$ cat src/rtl/pwl_pkg.sv
// pwl_pkg: shared definitions for the piecewise-linear function evaluator.
//   - cfg_sel_e        : table selector encodings for the config port
//   - DEF_*            : default sqrt table (8 segments, Q8.8) the controller
//                        loads after reset
//   - cfg_write_legal  : which (sel, addr) pairs address a real table entry
package pwl_pkg;

  typedef enum logic [1:0] {
    CFG_BP    = 2'd0,
    CFG_SLOPE = 2'd1,
    CFG_ICPT  = 2'd2,
    CFG_RSVD  = 2'd3
  } cfg_sel_e;

  localparam int DEF_N_SEG = 8;

  // Default sqrt approximation, Q8.8: N_SEG+1 breakpoints, N_SEG slopes/intercepts.
  localparam logic [15:0] DEF_BP [DEF_N_SEG+1] = '{
    16'h0003, 16'h00F7, 16'h04A9, 16'h0C03, 16'h17BF,
    16'h28A1, 16'h3F38, 16'h5BDB, 16'h7F00
  };
  localparam logic [15:0] DEF_SLOPE [DEF_N_SEG] = '{
    16'h00E2, 16'h004F, 16'h002D, 16'h001F,
    16'h0017, 16'h0012, 16'h000F, 16'h000C
  };
  localparam logic [15:0] DEF_ICPT [DEF_N_SEG] = '{
    16'h0038, 16'h00C6, 16'h0166, 16'h0214,
    16'h02CE, 16'h0393, 16'h0461, 16'h0536
  };

  // Breakpoints have N_SEG+1 entries, slopes and intercepts N_SEG.
  // Anything else (including the reserved selector) is silently dropped.
  function automatic logic cfg_write_legal(input logic [1:0] sel,
                                           input int unsigned addr,
                                           input int unsigned n_seg);
    logic ok;
    ok = 1'b0;
    case (sel)
      CFG_BP:    ok = (addr <= n_seg);
      CFG_SLOPE: ok = (addr < n_seg);
      CFG_ICPT:  ok = (addr < n_seg);
      default:   ok = 1'b0;
    endcase
    return ok;
  endfunction

endpackage

$ cat src/rtl/pwl_func_eval_seg_search.sv
// pwl_func_eval_seg_search: combinational region finder.
//   x_c    in  : clamped sample
//   bp     in  : interior breakpoints bp[1..N_SEG-1]
//   region out : number of interior breakpoints <= x_c
// A population count rather than a priority encoder, so a non-monotonic
// table still yields a well-defined (count-based) region.
module pwl_func_eval_seg_search
  import pwl_pkg::*;
#(
  parameter int DATA_W = 16,
  parameter int N_SEG  = 8,
  parameter int SEG_W  = $clog2(N_SEG)
) (
  input  logic [DATA_W-1:0] x_c,
  input  logic [DATA_W-1:0] bp [1:N_SEG-1],
  output logic [SEG_W-1:0]  region
);

  logic [N_SEG-1:1] ge;

  always_comb begin
    ge     = '0;
    region = '0;
    for (int k = 1; k < N_SEG; k++) begin
      ge[k] = (bp[k] <= x_c);
    end
    for (int k = 1; k < N_SEG; k++) begin
      region = region + SEG_W'(ge[k]);
    end
  end

endmodule

$ cat src/rtl/pwl_func_eval.sv
// pwl_func_eval: y = slope[r]*x + intercept[r] over a programmable
// N_SEG-segment table, unsigned Q(DATA_W-FRAC_W).FRAC_W, three-stage pipeline.
//   clk, rst_n                : clock, asynchronous active-low reset
//   in_valid/in_ready/x_in    : sample input
//   out_valid/out_ready       : result output
//   y_out, out_sat, out_region: result, saturation flag, segment used
//   cfg_we/cfg_ready          : table write strobe / write permitted
//   cfg_sel/cfg_addr/cfg_wdata: table select, index, data
//
// Handshakes: a transfer happens on a rising edge where valid & ready are
// both high. Output data is held stable while out_valid & !out_ready. A
// config write transfers on cfg_we & cfg_ready; a dropped write must be
// retried by the writer.
module pwl_func_eval
  import pwl_pkg::*;
#(
  parameter int DATA_W = 16,
  parameter int FRAC_W = 8,
  parameter int N_SEG  = 8,
  parameter int SEG_W  = $clog2(N_SEG),
  parameter int ADDR_W = $clog2(N_SEG + 1)
) (
  input  logic              clk,
  input  logic              rst_n,
  input  logic              in_valid,
  output logic              in_ready,
  input  logic [DATA_W-1:0] x_in,
  output logic              out_valid,
  input  logic              out_ready,
  output logic [DATA_W-1:0] y_out,
  output logic              out_sat,
  output logic [SEG_W-1:0]  out_region,
  input  logic              cfg_we,
  output logic              cfg_ready,
  input  logic [1:0]        cfg_sel,
  input  logic [ADDR_W-1:0] cfg_addr,
  input  logic [DATA_W-1:0] cfg_wdata
);

  // Product plus rounding plus intercept never exceeds 2*DATA_W+1 bits.
  localparam int PW = 2 * DATA_W + 1;

  // ---------------------------------------------------------------- tables
  logic [DATA_W-1:0] bp_q    [0:N_SEG];
  logic [DATA_W-1:0] bp_d    [0:N_SEG];
  logic [DATA_W-1:0] slope_q [0:N_SEG-1];
  logic [DATA_W-1:0] slope_d [0:N_SEG-1];
  logic [DATA_W-1:0] icpt_q  [0:N_SEG-1];
  logic [DATA_W-1:0] icpt_d  [0:N_SEG-1];

  // ------------------------------------------------------------- pipeline
  logic              v1_q, v1_d;
  logic [DATA_W-1:0] xc1_q, xc1_d;
  logic              v2_q, v2_d;
  logic [DATA_W-1:0] xc2_q, xc2_d;
  logic [SEG_W-1:0]  rg2_q, rg2_d;
  logic              out_valid_q, out_valid_d;
  logic [DATA_W-1:0] y_q, y_d;
  logic              sat_q, sat_d;
  logic [SEG_W-1:0]  rg3_q, rg3_d;

  logic              en;
  logic              cfg_accept;
  logic              in_fire;
  logic              wr_legal;
  logic [DATA_W-1:0] x_clamp;
  logic [SEG_W-1:0]  region_w;
  logic [DATA_W-1:0] bp_inner [1:N_SEG-1];
  logic [PW-1:0]     prod;
  logic [PW-1:0]     prod_rnd;
  logic [PW-1:0]     sum;

  // Global stall: everything advances together or nothing does, so a full
  // pipe holds exactly three samples under backpressure.
  assign en         = !out_valid_q || out_ready;
  // Tables only change while nothing is in flight, so every sample sees
  // one consistent table.
  assign cfg_ready  = !(v1_q || v2_q || out_valid_q);
  assign cfg_accept = cfg_we && cfg_ready;
  // A write takes priority over a sample arriving on an empty pipe.
  assign in_ready   = en && !cfg_accept;
  assign in_fire    = in_valid && in_ready;

  assign wr_legal = cfg_write_legal(cfg_sel, 32'(cfg_addr), N_SEG);

  // ------------------------------------------------------ table write path
  always_comb begin
    bp_d    = bp_q;
    slope_d = slope_q;
    icpt_d  = icpt_q;
    if (cfg_accept && wr_legal) begin
      case (cfg_sel)
        CFG_BP:    bp_d[cfg_addr] = cfg_wdata;
        CFG_SLOPE: slope_d[cfg_addr[SEG_W-1:0]] = cfg_wdata;
        CFG_ICPT:  icpt_d[cfg_addr[SEG_W-1:0]] = cfg_wdata;
        default:   ;
      endcase
    end
  end

  always_ff @(posedge clk or negedge rst_n) begin
    if (!rst_n) begin
      for (int k = 0; k <= N_SEG; k++) bp_q[k] <= '0;
      for (int k = 0; k < N_SEG; k++) begin
        slope_q[k] <= '0;
        icpt_q[k]  <= '0;
      end
    end else begin
      bp_q    <= bp_d;
      slope_q <= slope_d;
      icpt_q  <= icpt_d;
    end
  end

  // ------------------------------------------------ S1: clamp to table top
  assign x_clamp = (x_in > bp_q[N_SEG]) ? bp_q[N_SEG] : x_in;

  // ------------------------------------------------ S2: region search
  always_comb begin
    for (int k = 1; k < N_SEG; k++) bp_inner[k] = bp_q[k];
  end

  pwl_func_eval_seg_search #(
    .DATA_W (DATA_W),
    .N_SEG  (N_SEG),
    .SEG_W  (SEG_W)
  ) u_seg_search (
    .x_c    (xc1_q),
    .bp     (bp_inner),
    .region (region_w)
  );

  // ------------------------------------------------ S3: multiply-add
  // Round half up by adding half an LSB before dropping FRAC_W bits
  // (FRAC_W must be at least 1).
  always_comb begin
    prod     = PW'(slope_q[rg2_q]) * PW'(xc2_q);
    prod_rnd = (prod + (PW'(1) << (FRAC_W - 1))) >> FRAC_W;
    sum      = prod_rnd + PW'(icpt_q[rg2_q]);
  end

  // ------------------------------------------------ stage next-state
  always_comb begin
    v1_d        = v1_q;
    xc1_d       = xc1_q;
    v2_d        = v2_q;
    xc2_d       = xc2_q;
    rg2_d       = rg2_q;
    out_valid_d = out_valid_q;
    y_d         = y_q;
    sat_d       = sat_q;
    rg3_d       = rg3_q;
    if (en) begin
      v1_d = in_fire;
      if (in_fire) xc1_d = x_clamp;
      v2_d = v1_q;
      if (v1_q) begin
        xc2_d = xc1_q;
        rg2_d = region_w;
      end
      out_valid_d = v2_q;
      if (v2_q) begin
        rg3_d = rg2_q;
        if (|sum[PW-1:DATA_W]) begin
          y_d   = '1;
          sat_d = 1'b1;
        end else begin
          y_d   = sum[DATA_W-1:0];
          sat_d = 1'b0;
        end
      end
    end
  end

  always_ff @(posedge clk or negedge rst_n) begin
    if (!rst_n) begin
      v1_q        <= 1'b0;
      xc1_q       <= '0;
      v2_q        <= 1'b0;
      xc2_q       <= '0;
      rg2_q       <= '0;
      out_valid_q <= 1'b0;
      y_q         <= '0;
      sat_q       <= 1'b0;
      rg3_q       <= '0;
    end else begin
      v1_q        <= v1_d;
      xc1_q       <= xc1_d;
      v2_q        <= v2_d;
      xc2_q       <= xc2_d;
      rg2_q       <= rg2_d;
      out_valid_q <= out_valid_d;
      y_q         <= y_d;
      sat_q       <= sat_d;
      rg3_q       <= rg3_d;
    end
  end

  assign out_valid  = out_valid_q;
  assign y_out      = y_q;
  assign out_sat    = sat_q;
  assign out_region = rg3_q;

endmodule

$ cat config.mk
export PLATFORM = sky130hd
export DESIGN_NAME = pwl_func_eval
export DESIGN_NICKNAME = d
export VERILOG_FILES = /design/src/rtl/pwl_pkg.sv /design/src/rtl/pwl_func_eval_seg_search.sv /design/src/rtl/pwl_func_eval.sv
export SDC_FILE = /design/constraint.sdc
export NUM_CORES = 1
export LEC_CHECK = 0
export CORE_ASPECT_RATIO = 0.5
export CORE_UTILIZATION = 56
export CTS_CLUSTER_DIAMETER = 60
export DETAILED_ROUTE_END_ITERATION = 7
export MAX_ROUTING_LAYER = met4
export PLACE_DENSITY = 0.73
export SYNTH_ARGS = -nofsm -noshare
export SYNTH_HDL_FRONTEND = slang
export SYNTH_SLANG_ARGS = --single-unit
$ cat constraint.sdc
create_clock -name clk -period 20.6 [get_ports clk]
set_input_delay 6.18 -clock clk [delete_from_list [all_inputs] [get_ports clk]]
set_output_delay 6.18 -clock clk [all_outputs]
set_load 0.01 [all_outputs]
==> run metrics <==
FF+latch area=11100 um^2; post-DR wirelength/cell=20.7 um; setup ws final=6.99 ns; final clock skew=0.0173 ns; Max clock buf depth=3; Tightest Hold Check Type=reg -> reg; Cell Area, Placed=around 33000 um^2; via count=about 21k; gp weighted congestion=between 0.8 and 0.9; CTS H-tree lvls=2; static leakage=between 15 and 20 nW; Yosys top cell area share=0.351; post-synth cell types=60; EDFF count, synth=0; ys async rst share=1.00; Finished Core Util=0.616; Hold Violations, Final=0; initial antenna violation count=1; fin. max-slew vios=0; fillers=4468; post-DR vias/cell=5.87; synth warn=0; status=finished, final reports clean; Die Y=~170 um; cell taking the most area after synthesis=dfrtp_1; Worst-path clk slew=0.06 ns; initial drt markers=approximately 1.3k; worst slack at placement=~7 ns; Mapped Nets=between 3k and 4k; Synth Instances=around 2.8k; final non-filler cell total=3552; Worst-Margin Slew=around 1.2 ns; Core Rows=around 60; Critical Path Start Type=input pin; grt total ovfl=0; Mapped Area=between 30000 and 40000 um^2; DRT Pass-1 Iters=5; final setup violation count=0; final WL=73.4 mm; Placed Cells incl. Taps=3473; fmax=about 0.073 GHz; first-pass GRT wire length=119 mm; Power Density=93.9 nW/um^2; post-CTS resize count=0; final period utilization=0.661; WS Path Type=in -> out; Synth Register Bits=between 400 and 500; top cells by area, synth=dfrtp_1 35%, mux2_2 15%, fa_1 13%; VDD IR max=between 70 and 80 uV; Hold Buf Count CTS=0; Critical Path Fanout Max=3; setup bufs post-CTS=0; largest net degree at the start of global routing=between 100 and 150; mean area per synthesized cell=11.4 um^2; Final nets=between 3k and 4k; RSZ-0062 raised after global routing=false; die area=approximately 57000 um^2; area growth from synthesis to layout=8.56%; Core Footprint=approximately 56000 um^2; Initial Util=0.568; WP data required=approximately 14 ns; Skew-Pair Late Insertion Delay=around 0.57 ns; most frequent cells after synthesis=442 x dfrtp_1, 422 x mux2_2, 311 x inv_1; TritonCTS Buffers=43; ys flop type=dfrtp_1; clock sink count=~440; share of cells above drive strength 1=0.214; TritonCTS clock tree=yes; Tot GR Track Use=0.277; max_slew headroom=0.188; Total Neg Setup Slack=0 ns; Tmin final=approximately 14 ns; Hold Slack=between 0.4 and 0.5 ns; Root Buffer=clkbuf_16; Post-route DRC=0; register area share after synthesis=0.351; Boundary Pins=between 60 and 70; post-route cell area=roughly 34000 um^2; IO Port Bufs=65; max_cap viols=0; HPWL Detailed=52.1 mm; crit end category=primary output; vias in the first global route=between 20k and 25k; ant diodes=0; Die W=approximately 340 um; reg-to-reg slack, setup=around 9.6 ns; multi-input logic area=~19000 um^2; CP arrival=between 7 and 8 ns; Final Power=3.21 mW; count leader, synth=dfrtp_1; antenna viol nets, final=0
[worst max-delay path, stage by stage]
cell and delay (ns):
clkdlybuf4s50_1 0.48, nor2b_1 0.07, a21oi_1 0.15, clkdlybuf4s50_1 0.56
[power breakdown]
part | internal (mW) | switching, mW
logic | 0.521 | 0.735
clock network | 0.463 | 0.344
registers | 0.967 | 0.183
total | 1.95 | 1.26
[sequential cells by signal (all words and copies together), names as in the netlist]
register,cells
bp_inner,112
out_region,3
icpt_q,128
xc2_q,16
y_out,16
rg2_q,3
v2_q,1
bp_q,16
v1_q,1
slope_q,128
xc1_q,16
out_valid,1
out_sat,1
[layout make-up]
type	count	share of cell area
clock buffers	66	0.0380
flip-flops and latches	442	0.323
repair buffers	89	0.0244
multi-input cells	1875	0.549
inverters	311	0.0341
well taps	756	0.0276
clock inverters	13	0.00398
[cells by family after synthesis]
kind of cell,synth area share
compound gates,0.0590
xor+xnor,0.0103
fa+ha+maj,0.233
buf+inv,0.0542
flops,0.351
mux,0.202
simple gates,0.0913
[routing by layer]
metal  global-route usage  vias to the layer above  routed length [um]  share of wire
met5                    -                        -                   0              0
met4               0.0549                        0                1210          0.016
met1                0.381                    10900               33700           0.46
li1                     -                     9386                   -              -
met3               0.0332                       89                3710          0.051
met2                0.446                      516               34700           0.47
[cell usage in the layout, fill, tap and decap left out, types with 20 or more instances in the layout]
cell type	synthesis	final
mux4_2	62	62
nor2b_1	34	34
a21o_1	27	27
dfrtp_1	442	439
nor2_1	91	87
a21oi_1	81	80
nand3_1	21	21
nand4_1	29	29
mux2_2	422	422
clkdlybuf4s50_1	0	64
o21a_1	43	43
clkbuf_16	0	43
and2_1	122	122
buf_4	1	24
and3_1	20	20
nand2_1	196	196
a31oi_1	25	25
fa_1	199	199
o21ai_0	58	58
ha_1	268	268
inv_1	311	311
mux2i_1	22	22
[path summary, 6_finish.rpt]
path	cells after the start	from	end
max in group asynchronous	3	rst_n	bp_q[13]$_DFFE_PN0P_
min in group asynchronous	1	rst_n	y_out[15]$_DFFE_PN0P_
min	2	rg2_q[1]$_DFFE_PN0P_	rg2_q[1]$_DFFE_PN0P_
max reg2reg	33	rg2_q[0]$_DFFE_PN0P_	y_out[1]$_DFFE_PN0P_
max	4	out_ready	in_ready
min reg2reg	2	rg2_q[1]$_DFFE_PN0P_	rg2_q[1]$_DFFE_PN0P_
Power figures use the tool's default switching activity.
